--- src/rtl/seg_clock_gen.sv ---
// seg_clock_gen: segment-driven gated clock generator fed by a show-ahead FIFO.
// Optional mistrigger echo check is built when SEG_CLOCK_GEN_MISTRIG_EN is defined.
module seg_clock_gen #(
    parameter int CNT_W = 48,
    parameter int RPT_W = 32,
    parameter int NCH   = 4
) (
    input  logic                     refclk,
    input  logic                     reset,
    input  logic                     start,
    input  logic                     abort,
    input  logic                     retrigger,
    input  logic [2*CNT_W+RPT_W-1:0] seg_data,
    input  logic                     seg_valid,
    output logic                     seg_ready,
    input  logic [NCH-1:0]           ch_enable,
    output logic [NCH-1:0]           clk_out,
    output logic                     flush,
    output logic [1:0]               state,
    output logic [15:0]              n_segs,
    output logic [31:0]              n_samples,
    input  logic                     toggle_in,
    output logic                     toggle_out,
    output logic [31:0]              mistrig_sample
);

    localparam int SEG_W = 2*CNT_W + RPT_W;
    localparam logic [CNT_W:0]   P_ONE = {{CNT_W{1'b0}}, 1'b1};
    localparam logic [RPT_W-1:0] R_ONE = {{(RPT_W-1){1'b0}}, 1'b1};

    typedef enum logic [1:0] {
        S_IDLE = 2'd0,
        S_GEN  = 2'd1,
        S_WAIT = 2'd2
    } st_t;

    st_t              st;
    logic [CNT_W-1:0] on_r;
    logic [CNT_W:0]   per_last;
    logic [CNT_W:0]   p;
    logic [CNT_W:0]   p_nx;
    logic [RPT_W-1:0] rpt_last;
    logic [RPT_W-1:0] rep;
    logic             lvl;
    logic             lvl_nx;
    logic             rise_int;
    logic [2:0]       rt_q;
    logic             rt_rise;
    logic             last_cyc;
    logic             starting;

    logic [CNT_W-1:0] d_on;
    logic [CNT_W-1:0] d_off;
    logic [RPT_W-1:0] d_rpt;
    logic [CNT_W:0]   d_sum;
    logic             d_zero;

    assign d_on   = seg_data[SEG_W-1 -: CNT_W];
    assign d_off  = seg_data[CNT_W+RPT_W-1 -: CNT_W];
    assign d_rpt  = seg_data[RPT_W-1:0];
    assign d_sum  = {1'b0, d_on} + {1'b0, d_off};
    assign d_zero = (d_sum == '0) && (d_rpt == '0);

    assign state    = st;
    assign last_cyc = (st == S_GEN) && (p == per_last) && (rep == rpt_last);
    assign rt_rise  = rt_q[1] & ~rt_q[2];
    assign starting = (st == S_IDLE) && seg_ready;
    assign p_nx     = (p == per_last) ? '0 : p + P_ONE;
    assign rise_int = lvl_nx & ~lvl;

    // Pop strobe: the head segment is consumed at the edge where this is high
    always_comb begin
        seg_ready = 1'b0;
        if (!abort) begin
            unique case (st)
                S_IDLE:  seg_ready = start & seg_valid;
                S_GEN:   seg_ready = last_cyc & seg_valid;
                S_WAIT:  seg_ready = rt_rise & seg_valid;
                default: seg_ready = 1'b0;
            endcase
        end
    end

    // Internal level for the cycle after the coming edge
    always_comb begin
        lvl_nx = 1'b0;
        if (abort)
            lvl_nx = 1'b0;
        else if (seg_ready)
            lvl_nx = (d_on != '0);
        else if ((st == S_GEN) && !last_cyc)
            lvl_nx = (p_nx < {1'b0, on_r});
    end

    // Two-flop retrigger synchroniser plus edge-detect history
    always_ff @(posedge refclk or posedge reset) begin
        if (reset)
            rt_q <= '0;
        else
            rt_q <= {rt_q[1:0], retrigger};
    end

    // Sequencer: state, segment capture, phase/repeat counters, outputs
    always_ff @(posedge refclk or posedge reset) begin
        if (reset) begin
            st        <= S_IDLE;
            on_r      <= '0;
            per_last  <= '0;
            rpt_last  <= '0;
            p         <= '0;
            rep       <= '0;
            lvl       <= 1'b0;
            clk_out   <= '0;
            flush     <= 1'b0;
            n_segs    <= '0;
            n_samples <= '0;
        end else begin
            flush   <= 1'b0;
            lvl     <= lvl_nx;
            clk_out <= {NCH{lvl_nx}} & ch_enable;

            if (starting) begin
                n_segs    <= 16'd1;
                n_samples <= rise_int ? 32'd1 : 32'd0;
            end else begin
                if (seg_ready)
                    n_segs <= n_segs + 16'd1;
                if (rise_int)
                    n_samples <= n_samples + 32'd1;
            end

            if (abort) begin
                st    <= S_IDLE;
                flush <= 1'b1;
                p     <= '0;
                rep   <= '0;
            end else if (seg_ready) begin
                on_r     <= d_on;
                per_last <= (d_sum == '0) ? '0 : d_sum - P_ONE;
                rpt_last <= (d_rpt == '0) ? '0 : d_rpt - R_ONE;
                p        <= '0;
                rep      <= '0;
                st       <= d_zero ? S_WAIT : S_GEN;
            end else begin
                unique case (st)
                    S_GEN: begin
                        if (last_cyc) begin
                            st    <= S_IDLE;
                            flush <= 1'b1;
                            p     <= '0;
                            rep   <= '0;
                        end else begin
                            p <= p_nx;
                            if (p == per_last)
                                rep <= rep + R_ONE;
                        end
                    end
                    S_WAIT: begin
                        if (rt_rise) begin
                            st    <= S_IDLE;
                            flush <= 1'b1;
                        end
                    end
                    default: begin
                        p   <= '0;
                        rep <= '0;
                    end
                endcase
            end
        end
    end

`ifdef SEG_CLOCK_GEN_MISTRIG_EN
    logic [31:0] ns_base;

    assign ns_base = starting ? '0 : n_samples;

    // Toggle echo and capture of the first sample whose echo disagrees
    always_ff @(posedge refclk or posedge reset) begin
        if (reset) begin
            toggle_out     <= 1'b0;
            mistrig_sample <= '0;
        end else begin
            if (rise_int)
                toggle_out <= ~toggle_out;
            if (rise_int && (toggle_out != toggle_in) &&
                (starting || (mistrig_sample == '0)))
                mistrig_sample <= ns_base + 32'd1;
            else if (starting)
                mistrig_sample <= '0;
        end
    end
`else
    logic unused_toggle_in;

    assign unused_toggle_in = toggle_in;
    assign toggle_out       = 1'b0;
    assign mistrig_sample   = '0;
`endif

endmodule

--- config.mk ---
export PLATFORM = sky130hd
export DESIGN_NAME = seg_clock_gen
export DESIGN_NICKNAME = d
export VERILOG_FILES = /design/src/rtl/seg_clock_gen.sv
export SDC_FILE = /design/constraint.sdc
export NUM_CORES = 1
export LEC_CHECK = 0
export CORE_UTILIZATION = 45
export CTS_BUF_LIST = sky130_fd_sc_hd__clkbuf_8
export CTS_CLUSTER_SIZE = 10
export DETAILED_ROUTE_END_ITERATION = 12
export PLACE_DENSITY = 0.68
export SETUP_SLACK_MARGIN = 0.15
export SYNTH_ARGS = -nofsm -noshare
export SYNTH_HDL_FRONTEND = slang
export SYNTH_SLANG_ARGS = --single-unit
export TNS_END_PERCENT = 1
--- constraint.sdc ---
create_clock -name refclk -period 8.6 [get_ports refclk]
set_input_delay 1.72 -clock refclk [delete_from_list [all_inputs] [get_ports refclk]]
set_output_delay 1.72 -clock refclk [all_outputs]
set_load 0.02 [all_outputs]
[Word level (Yosys, flattened, before mapping)]
Index checks and enable logic that the tools add are counted.
Widths: inputs -> output; s select.
Storage, ports and cells
  input bits: 139
  register bits: 269
Cells by class
  add/subtract/negate cells: 7
  multiplexer cells: 33
  eq/ne operators: 8
  reduce and logical (&&, ||, !) cells: 16
  $lt $le $gt $ge: 1
  bitwise logic cells: 9
Operators with widths (number)
  $mux 49: 5
  $mux 32: 7
  $pmux 49 s2: 1
  $add 32x1->32 const B: 2
  $pmux 32 s2: 1
  $add 48x48->49: 1
  $add 49x1->49 const B: 1
  $eq 49x49->1: 1
  $logic_not 49->1: 1
  $lt 49x48->1: 1
  $sub 49x1->49 const B: 1
  $reduce_bool 48->1: 1
  $eq 32x32->1: 1
  $logic_not 32->1: 1
  $mux 16: 2
  $sub 32x1->32 const B: 1
  $add 16x1->16 const B: 1
  $mux 2: 5
  $mux 1: 9
  $ne 4x4->1 const B: 2
  $and 1x1->1: 5
  $logic_and 1x1->1: 5
  $ne 5x5->1 const B: 1
  $and 4x4->4: 1
  13 further kinds: 17

[Depth between registers and ports, before layout]
Gate-level depths: netlist of run 1.
  word-level depth: 11
  depth in mapped cells: 26
  gate-level depth less buffers: 22

[Worst setup path before layout of run 1]
No wires, ideal clock.
  path kind: input port to flip-flop
  start point: input seg_data[32]
  end point: register per_last[19]
  path buffers: 3
  slack: 2.872 ns
  cell stages on the path: 17
  data arrival time: 5.583 ns
  path through: ha_1 > inv_1 > fa_1 > nand2b_1 > a21oi_1 > xor2_1 > a2bb2oi_1 > nor3_1 > nand4_1 > or4_1 > or4_1 > buf_2 > a2111o_1 > nor2_2 > buf_6 > buf_8 > o31ai_2
Between the ends
  cells in the longest elaborated chain, start to end: 3
  elaborated cells between the ends (all ways): 4
  those cells by class: add/sub: 2; mux: 1; reduce/logical: 1
RTL lines
  start, declared: RTL line 13  | input logic [2*CNT_W+RPT_W-1:0] seg_data,
  $add 48x48->49 *: RTL line 61  | assign d_sum = {1'b0, d_on} + {1'b0, d_off};
  $sub 49x1->49 / $logic_not 49->1 (equally long branches): RTL line 139  | per_last <= (d_sum == '0) ? '0 : d_sum - P_ONE;
  $mux 49 *: RTL line 139
  end signal, assigned: RTL line 139
  end, declared: RTL line 39  | logic [CNT_W:0] per_last;
Every way passes the cells marked *; elsewhere a longest branch is shown, timed or not.
A chain may end at the register's enable or synchronous reset.

[Worst setup path after layout of run 1]
  start point: input seg_data[80]
  end point: register per_last[5]
The elaborated chain is that of the path after synthesis.

==> results of run 1 <==
[synth_stat cells, types with 44 or more instances]
cell type,instances,area (µm²)
xnor2_1,105,920
nor4_1,61,382
nand2_1,281,1050
xor2_1,166,1450
inv_1,92,345
nor2_1,214,803
dfrtp_1,269,6730
ha_1,105,1310
nand4_1,59,369
o21ai_0,135,676
a21oi_1,100,500
a22o_1,44,385
nand3_1,72,360
clkbuf_1,96,360
nor3_1,52,260
o31ai_1,64,480
[final cells by class]
cell class,count,area (µm²)
Inverter,92,350
Multi-Input combinational cell,1861,12100
Tap cell,585,732
Antenna cell,1,2.50
Clock inverter,23,103
Fill cell,4147,20300
Timing Repair Buffer,212,2070
Sequential cell,269,6730
Clock buffer,58,798
[power by group]
group          switching, mW  internal [mW]
sequential             0.113           1.44
clock                  0.531          0.604
combinational          0.651          0.424
[through the flow]
step	power, mW	hold slack (ps)	instances
2_1_floorplan	2.29	331	2366
3_3_place_gp	2.61	340	3019
3_5_place_dp	2.64	346	3019
4_1_cts	3.79	363	3100
5_1_grt	3.99	379	3100
6_report	3.76	359	3101
[per-layer routing]
metal | global-route usage | part of all wire
met2 | 0.418 | 0.46
met5 | 0 | 0
met4 | 0.103 | 0.035
met1 | 0.352 | 0.46
met3 | 0.0274 | 0.045
[worst register-to-register path: cells and delay by family (launching register included)]
family,cells,cell delay (ps)
AOI/OAI and AO/OA,3,950
xor gates and xnor gates,1,140
adders and majority gates,2,640
buffers and inverters,1,200
DFF,1,600
muxes,1,200
and+or+nand+nor,14,3090
[cell usage in the layout (no fill, tap or decap), types with 24 or more instances in the layout]
cell type / count
ha_1: 105
a21oi_1: 99
xnor2_1: 105
nor3_1: 50
o21ai_0: 135
nor4_1: 60
nand4_1: 59
nor2_1: 214
a22o_1: 44
a21o_1: 28
dfrtp_1: 269
o31ai_1: 64
clkdlybuf4s50_1: 193
clkbuf_8: 58
inv_1: 105
and2_1: 24
conb_1: 33
xor2_1: 166
or3_1: 32
nand2_1: 281
nand3_1: 71
[registers in the layout, summed over array words and instances, names as in the netlist]
register,count
p,49
per_last,49
on_r,48
n_samples,32
rep,32
rpt_last,32
n_segs,16
clk_out,4
rt_q,3
state,2
flush,1
lvl,1
[how the worst min path moves through the flow]
stage / to / slack (ps) / cells after the start
2_1_floorplan: rt_q[1] / 330 / 0
3_3_place_gp: rt_q[1] / 340 / 0
3_5_place_dp: rt_q[1] / 350 / 0
4_1_cts: rt_q[1] / 360 / 0
5_1_grt: rt_q[1] / 380 / 0
6_report: rt_q[1] / 360 / 0
[logic make-up after synthesis]
logic type / after synthesis / synth area share
adders and majority gates: 106 / 0.0677
and+or+nand+nor: 919 / 0.227
DFF: 269 / 0.342
muxes: 8 / 0.00419
AOI/OAI and AO/OA: 523 / 0.184
xor gates and xnor gates: 272 / 0.121
buffers and inverters: 236 / 0.0537
other: 1 / 0.000190
==> reports/metrics.yaml, run 1 <==
status: "finished clean"
grt_max_degree: 100
num_rows: 76
hold_class: "reg2reg"
r2r_slack_ps: 2620
cts_sinks: 269
ir_drop_mv: 0.0930
final_util: 0.529
routed_wl_mm: 57.4
hold_viol: 0
cp_top_family: "simple AND/OR/NAND/NOR gates"
reg2reg_from: "p[0]"
synth-edff-count: 0
synth.distinct_cells: 87
grt_usage: 0.258
route.detailed.wl_per_inst_um: 18.5
crit_top_cell: "or4_1"
yosys_warnings: 0
maxCapViolCount: 0
syn_inst: 2334
worst_path_max_delay_cell: "or4_1"
yosysSeqAreaShare: 0.342
cts_buffers: 45
die_w_um: 211
initial_core_util: 0.456
design_area_mm2: 0.0229
endpoint_kind: "flop"
rr_worst_depth: 22
critPathArrivalTime_ps: 7350
setup_viol: 0
clock.fmax_mhz: 144
clkSlewWorstSetupHoldPaths_ps: 60
cts_resized: 0
p_leak_nw: 9.90
worst_r2r_endpoint: "n_samples[1]"
ioPinCount: 228
grt_pass1_vias: 17300
drcViolationCount: 0
die_y_um: 211
crit_required_ps: 9020
antenna_found_initial: 0
port_buffers: 193
grt.overflow.total: 0
dp_slack_ps: 1110
clk_latency_ps: 590
placement.cell_area_mm2: 0.0220
dp_hpwl_mm: 43.9
drt-initial-drc-count: 1293
crit_fanout: 31
hold_start: "rt_q[0]"
p_per_area_mw_per_mm2: 165
max_slew_margin: 0.193
cts_hold_buf: 0
cp-start-kind: "input pin"
max_stage_delay_ps: 730
synthFlopType: "dfrtp_1"
ys_ff_latch: 269
fin_crit_sh: 0.806
synth_area_mm2: 0.0197
htreeDepth: 2
clockBufferDepth: 3
ant_nets: 0
path_depth: 16
critical_path_class: "in2reg"
worst_pin_slew_ps: 1210
finalWeightedCongestion: 0.980
drive_gt1_frac: 0.0588
die-area_mm2: 0.0446
nNetsFinal: 2726
path_cells: "clkdlybuf4s50_1 -> ha_1 -> inv_1 -> fa_1 -> nand2b_1 -> a21oi_1 -> xor2_1 -> a2bb2oi_1 -> nor3_1 -> nand4_1 -> or4_1 -> or4_1 -> a2111o_1 -> nor2_4 -> buf_4 -> o31ai_1"
cts_tree: "built"
avgSynthCellArea_um2: 8.44
cts_setup_buffers: 0
grt_pass1_wl_mm: 91.6
dr.pass1.iters: 7
tns_ps: 0
rsz0062_at_grt: "no"
vias_per_cell: 5.70
fp.coreArea_mm2: 0.0432
worstSetupEndpoint: "per_last[5]"
layout_setup_ws_ps: 1670
crit_buf_inv: 3
layout_min_cycle_time_ps: 6930
cts_root_buf: "clkbuf_8"
setup.worst_path.start: "seg_data[80]"
skew_ps: 35.8
async_flop_share: 1.00
finalMaxSlewViolations: 0
syn_to_final_growth_pct: 16.0
vias: 17700
(Power assumes the default switching activity.)
==> run 2: changes to the inputs <==
- clock period: 8.6 -> 6.2 ns (I/O delays scaled with it)
==> reports/metrics.yaml, run 2 (synthesis gave the netlist of run 1 again) <==
endpoint_kind: "flop"
maxCapViolCount: 0
setup_viol: 0
drive_gt1_frac: 0.0751
crit_required_ps: 6610
drt-initial-drc-count: 1226
cp-start-kind: "flop"
antenna_found_initial: 0
grt_max_degree: 163
p_leak_nw: 10.1
dr.pass1.iters: 6
finalMaxSlewViolations: 0
syn_to_final_growth_pct: 18.1
fillCellCount: 4067
layout_min_cycle_time_ps: 5610
initial_core_util: 0.456
final_common_cell: "nand2_1"
reg.largest.list: "p (49), per_last (49), on_r (48)"
crit_fanout: 23
critPathArrivalTime_ps: 6020
clk_latency_ps: 570
worst_pin_slew_ps: 1170
dp_hpwl_mm: 44.0
finalWeightedCongestion: 1.06
diodes: 0
htreeDepth: 2
whs_ps: 351
layout_common_cells: "281 x nand2_1, 269 x dfrtp_1, 213 x nor2_1"
nNetsFinal: 2771
grt_pass1_wl_mm: 92.2
critical_path_class: "reg2reg"
clockBufferDepth: 3
cts_hold_buf: 0
grt_usage: 0.259
clock.fmax_mhz: 178
status: "finished clean"
route.detailed.wl_per_inst_um: 18.3
hold_class: "reg2reg"
ioPinCount: 228
rsz0062_at_grt: "no"
fin_crit_sh: 0.905
placed_cells: 3063
cts_tree: "built"
vias: 17700
num_rows: 76
drcViolationCount: 0
hold_viol: 0
final_cells: 3142
final_util: 0.539
finalPower_mw: 5.29
cts_root_buf: "clkbuf_8"
ant_nets: 0
cts_sinks: 269
die_y_um: 211
tns_ps: 0
routed_wl_mm: 57.6
cts_buffers: 45
vias_per_cell: 5.65
clkSlewWorstSetupHoldPaths_ps: 60
grt_pass1_vias: 17100
ir_drop_mv: 0.128
fp.coreArea_mm2: 0.0432
p_per_area_mw_per_mm2: 227
skew_ps: 36.4
die_w_um: 211
port_buffers: 193
max_slew_margin: 0.221
die-area_mm2: 0.0446
grt.overflow.total: 0
==> run 2: changes by cell type in the layout (fill, tap and decap cells not counted), moves of 2 or more <==
| cell | previous run | this run |
|---|---|---|
| buf_4 | 19 | 59 |
| buf_12 | 0 | 5 |
| clkbuf_8 | 58 | 55 |
| bufinv_16 | 0 | 2 |
==> run 2: power breakdown <==
part,internal (mW),total (mW),switching (mW)
sequential,2.00,2.15,0.153
combinational,0.619,1.53,0.915
clock,0.881,1.60,0.719
total,3.50,5.29,1.79
==> run 2: area by class of cell <==
| cell class | count | area, µm² | area share |
|---|---|---|---|
| clock buffer | 55 | 757 | 0.0325 |
| clock inverter | 23 | 146 | 0.00629 |
| inverter | 92 | 350 | 0.0151 |
| multi-input combinational | 1861 | 12100 | 0.519 |
| sequential | 269 | 6730 | 0.289 |
| tap | 585 | 732 | 0.0315 |
| timing repair buffer | 257 | 2470 | 0.106 |
==> run 2: worst paths after layout <==
path	start	to	slack, ps	cells after the start
setup / recovery	p[1]	n_samples[22]	590	23
hold / removal	rt_q[0]	rt_q[1]	350	0
setup reg to reg	p[1]	n_samples[22]	590	23
hold reg to reg	rt_q[0]	rt_q[1]	350	0
max in group asynchronous	reset	n_samples[12]	4250	3
min in group asynchronous	reset	rpt_last[16]	1220	3
==> run 2: worst max-delay path, stage by stage, from the launching register on <==
cell and delay, ps:
dfrtp_1 450, ha_1 260, nand2_1 100, nor3_1 350, nand4_1 310, nor2_2 300, and3_1 280, nand3_1 130
or2_2 330, xor2_1 140, nor2_1 80, ha_1 310, nand4_1 140, nor4_1 310, nand4_1 320, nor3_1 350
o41a_1 290, o211ai_1 110, buf_4 180, o2111ai_1 100, buf_4 280, nor3_1 100, xnor2_1 160, nor2_1 60
==> run 2: layer usage <==
metal | share of wire | track usage | routed length, µm
met3 | 0.044 | 0.0282 | 2560
met2 | 0.47 | 0.424 | 27000
met1 | 0.46 | 0.359 | 26500
met5 | 0 | 0 | 0
met4 | 0.027 | 0.0812 | 1580
==> run 2: what timing repair did <==
item                       CTS  global route
buffers inserted             0             1
gates resized for setup      0             2
setup endpoints to repair    0            25
==> run 2: metrics by stage <==
stage | cell area, µm² | setup WS (ps)
after global routing | 23300 | 233
after CTS | 23200 | 279
after global placement | 22300 | 132
after floorplan | 19800 | 952
after detailed placement | 22300 | 176
final | 23300 | 591
